**src/rtl/sram_controller_mw_pkg.sv**
```systemverilog
// Shared bus/SRAM constants, FSM state encodings and access-size helpers
// for the multi-width async-SRAM controller.
package sram_controller_mw_pkg;

  localparam int BUS_WIDTH     = 32;
  localparam int SRAM_VA_WIDTH = 20;
  localparam int BUS_ACC_WIDTH = 2;

  localparam logic [1:0] BUS_ACC_1B = 2'd0;
  localparam logic [1:0] BUS_ACC_2B = 2'd1;
  localparam logic [1:0] BUS_ACC_4B = 2'd2;

  localparam logic IOR_DIR_IN  = 1'b0;
  localparam logic IOR_DIR_OUT = 1'b1;

  typedef enum logic [1:0] {
    SRAMC_ST_IDLE,
    SRAMC_ST_SETUP,
    SRAMC_ST_STROBE,
    SRAMC_ST_DONE
  } sramc_state_e;

  function automatic logic misaligned(
    input logic [1:0] acc,
    input logic [1:0] a
  );
    return ((acc == BUS_ACC_2B) && a[0]) ||
           ((acc == BUS_ACC_4B) && (a != 2'b00));
  endfunction

  // Index of the final beat: bytes / lanes - 1, never below 0.
  function automatic logic [1:0] last_beat(
    input logic [1:0] acc,
    input logic       wide
  );
    logic [1:0] r;
    r = 2'd0;
    if (acc == BUS_ACC_2B) r = wide ? 2'd0 : 2'd1;
    if (acc == BUS_ACC_4B) r = wide ? 2'd1 : 2'd3;
    return r;
  endfunction

endpackage

```
**src/rtl/sram_controller_mw_lane_mux.sv**
```systemverilog
// sram_lane_mux: beat/lane steering of write data, byte enables and read bytes.
// Ports: acc/lane/wdata/beats in, pad din in, data_out/be_bar/rdata_o out.
module sram_lane_mux
  import sram_controller_mw_pkg::*;
#(
  parameter int SRAM_DW = 8
) (
  input  logic [BUS_ACC_WIDTH-1:0] acc,
  input  logic                     lane,
  input  logic [BUS_WIDTH-1:0]     wdata,
  input  logic [1:0]               drv_beat,
  input  logic [1:0]               cap_beat,
  input  logic [SRAM_DW-1:0]       din,
  input  logic [BUS_WIDTH-1:0]     rdata_i,
  output logic [SRAM_DW-1:0]       data_out,
  output logic [SRAM_DW/8-1:0]     be_bar,
  output logic [BUS_WIDTH-1:0]     rdata_o
);

  localparam int NL = SRAM_DW / 8;

  // Single-byte access on a wide bus uses one lane only.
  logic narrow;
  assign narrow = (NL > 1) && (acc == BUS_ACC_1B);

  always_comb begin
    data_out = wdata[SRAM_DW*drv_beat +: SRAM_DW];
    be_bar   = '0;
    rdata_o  = rdata_i;
    if (narrow) begin
      data_out     = {NL{wdata[7:0]}};
      be_bar       = ~(NL'(1) << lane);
      rdata_o[7:0] = lane ? din[SRAM_DW-1 -: 8] : din[7:0];
    end else begin
      rdata_o[SRAM_DW*cap_beat +: SRAM_DW] = din;
    end
  end

endmodule

```
**src/rtl/sram_controller_mw.sv**
```systemverilog
// sram_controller_mw: bus req/resp/fault to async SRAM pins, 8/16-bit data,
// setup + (1+WAIT_CYC) strobe cycles per beat, registered pin outputs.
module sram_controller_mw
  import sram_controller_mw_pkg::*;
#(
  parameter int SRAM_AW  = 19,
  parameter int SRAM_DW  = 8,
  parameter int WAIT_CYC = 0
) (
  input  logic                     clk,
  input  logic                     rstn,
  input  logic [SRAM_VA_WIDTH-1:0] addr,
  input  logic                     w_rb,
  input  logic [BUS_ACC_WIDTH-1:0] acc,
  input  logic [BUS_WIDTH-1:0]     wdata,
  input  logic                     req,
  output logic [BUS_WIDTH-1:0]     rdata,
  output logic                     resp,
  output logic                     fault,
  output logic                     sram_ce_bar,
  output logic                     sram_oe_bar,
  output logic                     sram_we_bar,
  output logic [SRAM_DW/8-1:0]     sram_be_bar,
  output logic                     sram_data_dir,
  input  logic [SRAM_DW-1:0]       sram_data_in,
  output logic [SRAM_DW-1:0]       sram_data_out,
  output logic [SRAM_AW-1:0]       sram_addr
);

  localparam int SH = (SRAM_DW == 16) ? 1 : 0;
  localparam int NL = SRAM_DW / 8;

  sramc_state_e state_q, state_d;
  logic [1:0] beat_q, beat_d;
  logic [2:0] wait_q, wait_d;
  logic [1:0] last_q, last_d;
  logic w_rb_q, w_rb_d;
  logic [SRAM_VA_WIDTH-1:0] addr_q, addr_d;
  logic [1:0] acc_q, acc_d;
  logic [BUS_WIDTH-1:0] wdata_q, wdata_d;
  logic [BUS_WIDTH-1:0] rdata_q, rdata_d;
  logic resp_q, resp_d;
  logic ce_q, ce_d, oe_q, oe_d, we_q, we_d;
  logic dir_q, dir_d;
  logic [NL-1:0] be_q, be_d;
  logic [SRAM_AW-1:0] saddr_q, saddr_d;
  logic [SRAM_DW-1:0] dout_q, dout_d;

  logic accept, strobe_end, busy_d;
  logic [SRAM_DW-1:0] mux_dout;
  logic [NL-1:0] mux_be;
  logic [BUS_WIDTH-1:0] mux_rdata;

  assign fault = req &
    (misaligned(acc, addr[1:0]) | (state_q != SRAMC_ST_IDLE));
  assign accept = req & ~fault;
  assign strobe_end = (state_q == SRAMC_ST_STROBE) && (wait_q == 3'd0);

  always_comb begin
    w_rb_d  = w_rb_q;
    addr_d  = addr_q;
    acc_d   = acc_q;
    wdata_d = wdata_q;
    last_d  = last_q;
    if (accept) begin
      w_rb_d  = w_rb;
      addr_d  = addr;
      acc_d   = acc;
      wdata_d = wdata;
      last_d  = last_beat(acc, SRAM_DW == 16);
    end
  end

  always_comb begin
    state_d = state_q;
    beat_d  = beat_q;
    wait_d  = wait_q;
    unique case (state_q)
      SRAMC_ST_IDLE: begin
        if (accept) begin
          beat_d  = 2'd0;
          state_d = SRAMC_ST_SETUP;
        end
      end
      SRAMC_ST_SETUP: begin
        wait_d  = 3'(WAIT_CYC);
        state_d = SRAMC_ST_STROBE;
      end
      SRAMC_ST_STROBE: begin
        if (!strobe_end) begin
          wait_d = wait_q - 3'd1;
        end else if (beat_q == last_q) begin
          state_d = SRAMC_ST_DONE;
        end else begin
          beat_d  = beat_q + 2'd1;
          state_d = SRAMC_ST_SETUP;
        end
      end
      SRAMC_ST_DONE: state_d = SRAMC_ST_IDLE;
      default: state_d = SRAMC_ST_IDLE;
    endcase
  end

  sram_lane_mux #(
    .SRAM_DW(SRAM_DW)
  ) u_lane_mux (
    .acc     (acc_d),
    .lane    (addr_d[0]),
    .wdata   (wdata_d),
    .drv_beat(beat_d),
    .cap_beat(beat_q),
    .din     (sram_data_in),
    .rdata_i (rdata_q),
    .data_out(mux_dout),
    .be_bar  (mux_be),
    .rdata_o (mux_rdata)
  );

  // Pins are computed from the next state so they are flop outputs
  // that line up with the state they belong to.
  always_comb begin
    rdata_d = rdata_q;
    if (accept) rdata_d = '0;
    else if (strobe_end && !w_rb_q) rdata_d = mux_rdata;
    busy_d  = (state_d == SRAMC_ST_SETUP) ||
              (state_d == SRAMC_ST_STROBE);
    resp_d  = (state_d == SRAMC_ST_DONE);
    ce_d    = ~busy_d;
    oe_d    = ~((state_d == SRAMC_ST_STROBE) && !w_rb_d);
    we_d    = ~((state_d == SRAMC_ST_STROBE) && w_rb_d);
    dir_d   = (busy_d && w_rb_d) ? IOR_DIR_OUT : IOR_DIR_IN;
    be_d    = busy_d ? mux_be : '1;
    saddr_d = saddr_q;
    dout_d  = dout_q;
    if (busy_d) begin
      saddr_d = addr_d[SH +: SRAM_AW] + SRAM_AW'(beat_d);
      dout_d  = mux_dout;
    end
  end

  always_ff @(posedge clk or negedge rstn) begin
    if (!rstn) begin
      state_q <= SRAMC_ST_IDLE;
      beat_q  <= '0;
      wait_q  <= '0;
      last_q  <= '0;
      w_rb_q  <= 1'b0;
      addr_q  <= '0;
      acc_q   <= '0;
      wdata_q <= '0;
      rdata_q <= '0;
      resp_q  <= 1'b0;
      ce_q    <= 1'b1;
      oe_q    <= 1'b1;
      we_q    <= 1'b1;
      dir_q   <= IOR_DIR_IN;
      be_q    <= '1;
      saddr_q <= '0;
      dout_q  <= '0;
    end else begin
      state_q <= state_d;
      beat_q  <= beat_d;
      wait_q  <= wait_d;
      last_q  <= last_d;
      w_rb_q  <= w_rb_d;
      addr_q  <= addr_d;
      acc_q   <= acc_d;
      wdata_q <= wdata_d;
      rdata_q <= rdata_d;
      resp_q  <= resp_d;
      ce_q    <= ce_d;
      oe_q    <= oe_d;
      we_q    <= we_d;
      dir_q   <= dir_d;
      be_q    <= be_d;
      saddr_q <= saddr_d;
      dout_q  <= dout_d;
    end
  end

  assign rdata         = rdata_q;
  assign resp          = resp_q;
  assign sram_ce_bar   = ce_q;
  assign sram_oe_bar   = oe_q;
  assign sram_we_bar   = we_q;
  assign sram_be_bar   = be_q;
  assign sram_data_dir = dir_q;
  assign sram_data_out = dout_q;
  assign sram_addr     = saddr_q;

endmodule

```
**config.mk**
```make
export PLATFORM = sky130hd
export DESIGN_NAME = sram_controller_mw
export DESIGN_NICKNAME = d
export VERILOG_FILES = /design/src/rtl/sram_controller_mw_pkg.sv /design/src/rtl/sram_controller_mw_lane_mux.sv /design/src/rtl/sram_controller_mw.sv
export SDC_FILE = /design/constraint.sdc
export NUM_CORES = 1
export LEC_CHECK = 0
export BUFFER_PORTS_ARGS = -buffer_cell sky130_fd_sc_hd__buf_2
export CAP_MARGIN = 30
export CORE_ASPECT_RATIO = 0.5
export CORE_MARGIN = 2
export CORE_UTILIZATION = 28
export DETAILED_ROUTE_END_ITERATION = 10
export GPL_ROUTABILITY_DRIVEN = 0
export GPL_TIMING_DRIVEN = 0
export SYNTH_ARGS = -nofsm -noshare
export SYNTH_HDL_FRONTEND = slang
export SYNTH_SLANG_ARGS = --single-unit
```
**constraint.sdc**
```tcl
create_clock -name clk -period 4.21 [get_ports clk]
set_input_delay 0.6315 -clock clk [delete_from_list [all_inputs] [get_ports clk]]
set_output_delay 0.6315 -clock clk [all_outputs]
set_load 0.02 [all_outputs]
```
==> qor.csv <==
metric;value;unit
status;complete, no violations;
final_util;37.1;%
viasPerCell;4.73;
synthTopCellsByArea;dfrtp_1 51%, nand2_1 13%, mux2i_1 4.5%;
io_buffers;130;
final.setup.tns;0;ns
maxCapViolations;0;
place_area;7070;sq um
finalSetupViolCount;0;
start_kind;primary input;
clock_skew;0.0149;ns
design_area;7740;sq um
finalCritPeriodShare;92.5;%
slew_violations;0;
synth_flop_cell;dfrtp_1;
io_pins;132;
dr.pass1.iters;4;
grt_overflow;0;
period_needed;3.90;ns
critPathRequiredTime;4.48;ns
drtIter0Drc;332;
clockPowerShare;25.4;%
wl_per_cell;16.1;um
rrSetupSlack;0.34;ns
crit_type;in -> reg;
ys.warnings.count;0;
drc;0;
h-tree-depth;4;
netlist_instances;618;
cts_hold_buf;0;
yosysSeqAreaShare;51.9;%
worst_slew_pin_slew;0.640;ns
p_sw_share;41.0;%
num_rows;37;
yosysUniqueCellTypes;51;
pwr-share-seq;31.5;%
grt_max_degree;76;
nFillCells;2092;
vias;4998;
power_density;793;nW/um^2
cp-end-kind;flop;
synth-edff-count;0;
yosys.area.top_type;dfrtp_1;
crit_fanout;10;
die-area;22800;sq um
ir_worst_vdd;0.357;mV
syn_avg_cell_area;9.76;sq um
grt_pass1_wl;26.8;mm
drive_gt1_share;26.2;%
hold_violations;0;
leakage;3.87;nW
postRouteAntennaNets;0;
core_area;20800;sq um
total_power;6.14;mW
ys_seq_elements;125;
p_int;3.62;mW
relSlewSlack;57.1;%
antenna_found_initial;1;
die_y;108;um
root_buffer;clkbuf_16;
clock-sinks;125;
die_w;212;um
max_freq;0.257;GHz
insertion_delay;0.42;ns
syn2layout_area_growth;28.3;%
grt_pass1_vias;4948;
start_util;29.0;%
wl;17.0;mm
track_usage;15.4;%
cts-buffers-inserted;17;
cts_tree;done;
fin_nets;850;
rsz0062_at_grt;no;
hold_class;in -> async;
clockBufferDepth;2;
combPwrFrac;43.1;%
async_reset_ff_share;100;%
synth_area;6030;sq um
arrival;4.17;ns
switchingPower;2.52;mW
dp_hpwl;12.4;mm
synth_top_area_share;50.6;%
synth_nets;698;
path_clk_slew;0.06;ns
==> synthesized netlist by cell type (all sizes together), types with 12 or more instances <==
master  count
clkbuf     19
xnor2      20
ha         13
nor3       20
mux2i      27
inv        17
buf        12
nor2       23
nand2     206
o21ai      28
a21oi      12
dfrtp     122
a22o       24
==> routing by layer <==
layer | track usage (%) | vias up | part of all wire, %
li1 | - | 2407 | -
met2 | 26.3 | 106 | 49
met1 | 19.5 | 2468 | 46
met4 | 5.28 | 0 | 1.5
met3 | 3.33 | 17 | 4.1
met5 | 0 | - | 0
==> worst max-delay path, stage by stage <==
cell	delay, ns
buf_2	0.11
inv_1	0.04
ha_1	0.20
a21oi_1	0.20
o211a_1	0.20
clkbuf_8	0.16
buf_2	0.26
clkbuf_4	0.27
buf_2	0.25
nand2_1	0.08
nand2_1	0.09
ha_1	0.18
inv_1	0.06
fa_2	0.47
nor4b_4	0.36
mux2i_1	0.16
a21oi_1	0.18
xnor2_1	0.14
o21ai_0	0.09
==> cells in the final DEF, fill, tap and decap left out, types with 5 or more instances in the layout <==
cell type	Yosys	routed
nand2_1	206	206
buf_2	3	133
a211o_1	9	9
clkbuf_1	11	8
dfrtp_1	122	122
ha_1	13	13
clkbuf_16	0	17
nor3_1	19	19
nand4_1	6	6
inv_1	16	16
xnor2_1	19	19
a21oi_1	12	12
nor2_1	22	22
a2111oi_1	8	8
nand3_1	9	9
a22o_1	24	24
inv_6	0	7
o21ai_1	9	9
o21ai_0	19	19
clkbuf_8	8	8
mux2_2	5	5
mux2i_1	27	27
==> timing repair <==
item                                    CTS  global route
buffers inserted                          1             0
pin swaps                                 1             0
gates resized for setup                   4             6
endpoints found under the setup margin    6             8
cloned                                    0             0
==> through the flow <==
stage	setup slack, ns	hold WS [ns]	cells
floorplan	0.239	0.336	618
global placement	-0.977	0.457	1021
detailed placement	-0.992	0.461	1024
CTS	0.0323	0.162	1057
global route	0.0230	0.177	1056
finish	0.315	0.150	1057
==> registers in the layout, summed over array words and instances, names as in the netlist, 3 cells and up <==
name	cells
rdata	32
wdata_q	32
addr_q	19
sram_addr	19
sram_data_out	8
wait_q	3
==> power groups by stage <==
stage	sequential, mW	combinational (mW)	clock (mW)
floorplan	2.09	1.66	0
global placement	1.93	2.59	0
detailed placement	1.95	2.65	0
CTS	1.93	2.67	1.59
global route	1.98	2.93	1.64
finish	1.93	2.65	1.56
==> final cells by class <==
cell class | count | area [sq um] | share of cell area [%]
flip-flops and latches | 125 | 3130 | 40.5
multi-input cells | 445 | 2650 | 34.2
repair buffers | 134 | 704 | 9.10
clock buffers | 17 | 425 | 5.50
well taps | 273 | 342 | 4.41
plain buffers | 30 | 225 | 2.91
clock inverters | 15 | 196 | 2.54
inverters | 17 | 63.8 | 0.825
diodes | 1 | 2.50 | 0.0323
==> final timing paths <==
check	start	to	cells after the start
min reg2reg	wdata_q[1]	wdata_q[1]	2
min	rstn	wdata_q[5]	1
max reg2reg	state_q[1]	sram_addr[16]	17
max in group asynchronous	rstn	sram_be_bar	2
max	acc[0]	sram_addr[16]	19
min in group clk	wdata[15]	wdata_q[15]	3
==> cell families after synthesis <==
logic type / synth area share, %
xor+xnor: 3.46
buf+inv: 4.75
simple gates: 20.4
flops: 51.9
fa+ha+maj: 3.03
mux: 5.41
compound gates: 11.0
Power figures use the tool's default switching activity.
